**src/rtl/menu_nav_param.sv**
```systemverilog
// Parametrised menu navigator: cursor browsing over N_ITEMS entries, selection latch,
// optional wrap-around and optional hold timeout on the selected state.
module menu_nav_param #(
  parameter int unsigned N_ITEMS     = 4,
  parameter bit          WRAP        = 1'b0,
  parameter int unsigned HOLD_CYCLES = 0,
  parameter int unsigned IDX_W       = $clog2(N_ITEMS)
) (
  input  logic               clk,
  input  logic               reset,
  input  logic               act,
  input  logic               AD,
  input  logic               AT,
  input  logic               SEL,
  input  logic               CLC,
  output logic [N_ITEMS-1:0] item_onehot,
  output logic [IDX_W-1:0]   item_idx,
  output logic               act2,
  output logic [N_ITEMS-1:0] sel_onehot,
  output logic [IDX_W-1:0]   sel_idx,
  output logic               done
);

  localparam int unsigned CntW = (HOLD_CYCLES > 1) ? $clog2(HOLD_CYCLES) : 1;
  localparam logic [IDX_W-1:0] LastIdx = IDX_W'(N_ITEMS - 1);
  localparam logic [CntW-1:0] HoldLast = CntW'((HOLD_CYCLES == 0) ? 0 : HOLD_CYCLES - 1);
  localparam bit HoldEn = (HOLD_CYCLES != 0);

  typedef enum logic [1:0] {StIdle, StBrowse, StSelected} state_e;

  state_e           state_q, state_d;
  logic [IDX_W-1:0] cursor_q, cursor_d;
  logic [IDX_W-1:0] select_q, select_d;
  logic [CntW-1:0]  cnt_q, cnt_d;
  logic             done_q, done_d;
  logic [3:0]       btn_q;
  logic [3:0]       btn;
  logic             press_ad, press_at, press_sel, press_clc;

  // Bit order: {AD, AT, SEL, CLC}
  assign btn = {AD, AT, SEL, CLC};
  assign {press_ad, press_at, press_sel, press_clc} = btn & ~btn_q;

  // State, cursor, selection, hold counter and button history registers
  always_ff @(posedge clk) begin
    if (reset) begin
      state_q  <= StIdle;
      cursor_q <= '0;
      select_q <= '0;
      cnt_q    <= '0;
      done_q   <= 1'b0;
      btn_q    <= '0;
    end else begin
      state_q  <= state_d;
      cursor_q <= cursor_d;
      select_q <= select_d;
      cnt_q    <= cnt_d;
      done_q   <= done_d;
      btn_q    <= btn;
    end
  end

  // Next-state logic: act low dominates, then per-state press handling
  always_comb begin
    state_d  = state_q;
    cursor_d = cursor_q;
    select_d = select_q;
    cnt_d    = cnt_q;
    done_d   = 1'b0;
    if (!act) begin
      state_d  = StIdle;
      cursor_d = '0;
      select_d = '0;
      cnt_d    = '0;
    end else begin
      case (state_q)
        StIdle: begin
          state_d  = StBrowse;
          cursor_d = '0;
        end
        StBrowse: begin
          if (press_ad) begin
            if (cursor_q >= LastIdx) cursor_d = WRAP ? '0 : LastIdx;
            else                     cursor_d = cursor_q + IDX_W'(1);
          end else if (press_at) begin
            if (cursor_q == '0)          cursor_d = WRAP ? LastIdx : '0;
            else if (cursor_q > LastIdx) cursor_d = LastIdx;
            else                         cursor_d = cursor_q - IDX_W'(1);
          end else if (press_sel) begin
            select_d = cursor_q;
            cnt_d    = '0;
            state_d  = StSelected;
          end else if (press_clc) begin
            cursor_d = '0;
          end
        end
        StSelected: begin
          // CLC and timeout on the same cycle collapse into one exit
          if (press_clc || (HoldEn && (cnt_q == HoldLast))) begin
            state_d  = StBrowse;
            cursor_d = '0;
            cnt_d    = '0;
            done_d   = 1'b1;
          end else if (HoldEn) begin
            cnt_d = cnt_q + CntW'(1);
          end
        end
        default: begin
          state_d  = StIdle;
          cursor_d = '0;
          select_d = '0;
          cnt_d    = '0;
        end
      endcase
    end
  end

  // Outputs decoded from registered state only
  always_comb begin
    item_onehot = '0;
    sel_onehot  = '0;
    if (state_q == StBrowse)   item_onehot = N_ITEMS'(1) << cursor_q;
    if (state_q == StSelected) sel_onehot  = N_ITEMS'(1) << select_q;
    item_idx = cursor_q;
    sel_idx  = select_q;
    act2     = (state_q == StSelected);
    done     = done_q;
  end

endmodule
```
**config.mk**
```make
export PLATFORM = sky130hd
export DESIGN_NAME = menu_nav_param
export DESIGN_NICKNAME = d
export VERILOG_FILES = /design/src/rtl/menu_nav_param.sv
export SDC_FILE = /design/constraint.sdc
export NUM_CORES = 1
export LEC_CHECK = 0
export BUFFER_PORTS_ARGS = -buffer_cell sky130_fd_sc_hd__buf_2
export CAP_MARGIN = 10
export CORE_MARGIN = 2
export CORE_UTILIZATION = 44
export CTS_CLUSTER_SIZE = 10
export DETAILED_ROUTE_END_ITERATION = 8
export GPL_ROUTABILITY_DRIVEN = 0
export PLACE_DENSITY = 0.83
export SLEW_MARGIN = 5
export SYNTH_ARGS = -nofsm -noshare
export SYNTH_HDL_FRONTEND = slang
export SYNTH_SLANG_ARGS = --single-unit
```
**constraint.sdc**
```tcl
create_clock -name clk -period 1.3 [get_ports clk]
set_clock_uncertainty 0.15 [all_clocks]
set_input_delay 0.26 -clock clk [delete_from_list [all_inputs] [get_ports clk]]
set_output_delay 0.26 -clock clk [all_outputs]
set_load 0.01 [all_outputs]
```
== Word-level counts from Yosys, hierarchy flattened ==
Index checks and enable logic that the tools add are counted.

* Output and inout bits: 14
* Bits of input ports: 7
* Logic and storage cells: 50
* Register bits after elaboration: 11
* Bits in writable memories: 0
* Memories: 0
* Bits in read-only memories: 0
* Bits in latches: 0

* Divide/modulo/power cells: 0
* $lt $le $gt $ge: 2
* Multipliers: 0
* Bitwise operators: 5
* Equal/unequal tests: 7
* Muxes and demuxes: 20
* Reduce and logical (&&, ||, !) cells: 7
* Add/sub/neg operators: 2
* Shifts and indexed selects: 2

{| class="wikitable"
|+ Operator list
! cell !! count
|-
| two-way mux 2 bit || 14
|-
| two-way mux 4 bit || 2
|-
| one-hot mux 2 bit (2 select lines) || 2
|-
| AND reduction 4 bit || 2
|-
| left shift 1 x 2 -> 4 bit (first input constant) || 2
|-
| != test 2 bit (second input constant) || 3
|-
| one-hot mux 2 bit (3 select lines) || 1
|-
| bitwise AND 4 bit || 1
|-
| zero test 2 bit || 2
|-
| != test 4 bit (second input constant) || 1
|-
| inverter 4 bit || 1
|-
| OR reduction 2 bit || 2
|-
| inverter 1 bit || 3
|-
| OR reduction 3 bit || 1
|-
| adder 2 x 1 -> 2 bit (second input constant) || 1
|-
| == test 2 x 1 -> 1 bit (second input constant) || 1
|-
| == test 2 bit (second input constant) || 1
|-
| >= comparator 2 bit (second input constant) || 1
|-
| greater-than comparator 2 bit (second input constant) || 1
|-
| != test 2 x 1 -> 1 bit (second input constant) || 1
|-
| subtractor 2 x 1 -> 2 bit (second input constant) || 1
|-
| two-way mux 1 bit || 1
|}

== Depth between registers and ports, before layout ==
* Depth in word-level cells: 7
* Depth in mapped cells: 7
* Gate-level depth less buffers: 6

== Least setup slack after synthesis ==
OpenSTA, ideal clock, no wires.

* Path kind: register -> output
* Start point: register state_q[0]
* End point: output sel_onehot[0]
* Path buffers: 1
* Required time: 0.890 ns
* Arrival: 1.099 ns
* Cell stages (with the launch flop): 5
* Slack: -0.209 ns
* Cells stage by stage: dfxtp_1 > inv_1 > ha_1 > buf_2 > nor3b_1

* Cells in the longest elaborated chain, start to end: 2

{| class="wikitable"
|+ RTL lines
! element !! line !! source
|-
| start, declared || 31 || <nowiki>state_e state_q, state_d;</nowiki>
|-
| start signal, assigned || 47 || <nowiki>state_q <= StIdle;</nowiki>
|-
| start signal, assigned || 54 || <nowiki>state_q <= state_d;</nowiki>
|-
| == test 2 bit || -- ||
|-
| named net act2 || 18 || <nowiki>output logic act2,</nowiki>
|-
| two-way mux 4 bit || 123 || <nowiki>if (state_q == StSelected) sel_onehot = N_ITEMS'(1) << select_q;</nowiki>
|-
| end, declared || 19 || <nowiki>output logic [N_ITEMS-1:0] sel_onehot,</nowiki>
|}

The timed path passes the listed nets, and every way through them passes these cells.

== Final worst setup path ==
* Start point: register state_q[0]
* End point: output sel_onehot[0]

* Cells in the longest elaborated chain, start to end: 2

{| class="wikitable"
|+ RTL lines
! element !! line
|-
| == test 2 bit || 123
|-
| two-way mux 4 bit || 123
|}

No other way between the ends.

==> metrics.md <==
| Metric | Value |
|---|---|
| Synth Net Count | 93 |
| Final slew viol count | 0 |
| Launch point of the worst reg-to-reg path | state_q[0] |
| Initial antenna violation count | 0 |
| Mapped Area | 701 um2 |
| Arrival @ worst endpoint | 1.21 ns |
| Die footprint | 0.00193 mm2 |
| Number of flops mapped to enable cells by yosys | 0 |
| Starting density of the core | 46.5% |
| Hold path start | AD |
| Sink Count | 11 |
| Area Growth Syn to Fin | 70.4% |
| Cell Rows | 14 |
| Antenna viol nets, final | 0 |
| Reg2reg end | item_idx[1] |
| Hold Path End | btn_q[3] |
| H-tree depth | 1 |
| Prevailing post-synth register cell | dfxtp_1 |
| Max Fanout on Critical Path | 7 |
| CTS tree | built |
| Inserted Clock Buffers | 3 |
| Period utilization | 125% |
| Leak | 0.508 nW |
| Area leader, netlist | dfxtp_1 |
| First-pass GRT wire length | 3040 um |
| Vias per inst | 5.39 |
| Core area | 0.00151 mm2 |
| Synth cell types | 35 |
| Clock transition at path regs | 0.07 ns |
| Pwr dens | 668 mW/mm2 |
| Worst EP required | 0.89 ns |
| Dominant cell by count in the synthesized netlist | dfxtp_1 |
| Slew HR | 75.2% |
| Register area share after synthesis | 31.4% |
| Crit-path slowest cell | dfxtp_4 |
| NumNets Final | 132 |
| CP startpoint | state_q[0] |
| Global route overflow | 0 |
| Post-layout min period | 1.62 ns |
| Synth area leaders | dfxtp_1 31%, ha_1 7.1%, nand2_1 5.4% |
| Mean post-synth cell area | 8.54 um2 |
| Hpwl dp | 1280 um |
| Die Height | 43.9 um |
| Worst Hold Class | primary input to flip-flop |
| Max Fclk | 617 MHz |
| R2R setup slack | -0.26 ns |
| MaxCap Viol Count | 0 |
| Slew @ Worst Pin | 0.372 ns |
| Total Power | 0.000797 W |
| Worst hold margin | 0.0757 ns |
| Post-synth top cells | 11 x dfxtp_1, 10 x nand2_1, 6 x nor2_1, 6 x nor2b_1, 4 x ha_1 |
| Failing checks | setup timing |
| Final setup vio count | 15 |
| Synth top area share | 31.4% |
| Asr flop ratio synth | 0% |
| Detailed-route wire length per cell | 15.1 um |
| Mapped Cells | 82 |
| Number of global-route vias before repair | 706 |
| Register-to-Register Path Depth | 7 |
| IO Pins | 21 |
| CP Cell Sequence | inv_4 -> ha_4 -> nor3b_2 -> buf_2 |
| Setup tns final | -3.29 ns |
| YS warnings | 0 |
| Die extent in x | 43.9 um |
| Largest net degree at the start of global routing | 10 |
| Unrepaired setup endpoints after global routing | true |
| Clk buf depth | 2 |
| Root Driver | clkbuf_4 |
| Via count | 733 |
| VDD IR-drop max | 0.000544 V |
| Crit Path Class | flip-flop to output pin |
| Delay of the slowest critical-path stage | 0.37 ns |
| Startpoint types | flip-flop |
| Yosys reg bits | 11 |
| Clk_lat worst skew | 0.28 ns |
| ANT cells | 0 |
| Layout cells sized above 1 | 68.3% |
| Port Buffers | 20 |
| First-pass DRT Iterations | 2 |
| Hold depth | 2 |
| Drc violations | 0 |
| Final WL | 2050 um |
| Fin util | 79.2% |
| Crit path capture type | output pin |
| Fin worst setup slack | -0.321 ns |
| Status | finished with violations |
| Tot GR Track Use | 21.5% |
| Initial DRC Count | 5 |
| Fin. Hold Viols | 0 |
[how the worst max path moves through the flow]
stage	end	slack (ns)	cells after the start
global route	sel_onehot[1]	-0.37	5
global placement	sel_idx[1]	-0.10	5
CTS	sel_onehot[0]	-0.31	4
detailed placement	item_idx[1]	-0.14	6
floorplan	item_idx[1]	-0.04	6
finish	sel_onehot[0]	-0.32	4
[layout make-up]
| cell class | instances | area (um2) |
|---|---|---|
| inverter | 3 | 18.8 |
| clock buffer | 4 | 26.3 |
| multi-input combinational | 64 | 641 |
| tap | 16 | 20.0 |
| fill | 99 | 313 |
| timing repair buffer | 38 | 255 |
| sequential | 11 | 233 |
[cell usage in the layout, fill, tap and decap left out, types with 3 or more instances in the layout]
| cell | Yosys | routed |
|---|---|---|
| dfxtp_2 | 0 | 4 |
| nor2b_1 | 6 | 6 |
| clkbuf_4 | 0 | 3 |
| buf_2 | 3 | 18 |
| nor2_2 | 0 | 3 |
| nand2_1 | 10 | 6 |
| buf_4 | 0 | 16 |
| buf_6 | 0 | 4 |
| ha_4 | 0 | 4 |
| dfxtp_1 | 11 | 5 |
[worst max-delay path: cells and delay by family (launching register included)]
| family | cells | cell delay, ns |
|---|---|---|
| adder cells (fa/ha/maj) | 1 | 0.19 |
| buffers and inverters | 2 | 0.21 |
| flip-flops | 1 | 0.37 |
| AND/OR/NAND/NOR | 1 | 0.16 |
[where the power goes]
| part | internal (W) | switching [W] | leakage (nW) |
|---|---|---|---|
| Combinational | 0.0000975 | 0.000103 | 0.399 |
| Sequential | 0.000344 | 0.00000931 | 0.0934 |
| Clock | 0.000119 | 0.000125 | 0.0150 |
[kinds of logic after synthesis]
family	count (synthesis)	synth area share, %
AND/OR/NAND/NOR	43	37.9
AO/OA/AOI/OAI	16	17.9
flip-flops	11	31.4
buffers and inverters	7	4.28
adder cells (fa/ha/maj)	4	7.14
multiplexers	1	1.43
[registers in the layout, indices dropped and copies added, names as in the netlist]
| name | count |
|---|---|
| btn_q | 4 |
| item_idx | 2 |
| state_q | 2 |
| done | 1 |
| sel_idx | 2 |
[layer usage]
metal | up-vias | routed length, um | GRT usage (%)
li1 | 370 | - | -
met1 | 336 | 895 | 27.0
met2 | 22 | 1050 | 35.9
met3 | 5 | 66 | 2.50
met4 | 0 | 39 | 10.9
met5 | - | 0 | 0
[metrics by stage]
| stage | cells | area, um2 | worst slack (ns) |
|---|---|---|---|
| 6_report | 136 | 1190 | -0.321 |
| 3_5_place_dp | 126 | 952 | -0.145 |
| 2_1_floorplan | 82 | 774 | -0.0383 |
| 5_1_grt | 136 | 1190 | -0.371 |
| 3_3_place_gp | 126 | 952 | -0.102 |
| 4_1_cts | 135 | 1060 | -0.307 |
[timing repair]
item	4_1_cts	5_1_grt
hold endpoints to repair	0	0
pin swaps	8	17
hold buffers	0	0
setup endpoints to repair	18	17
resized for setup	11	24
setup buffers	5	3
Note: power is estimated with default switching activity, not from simulation.
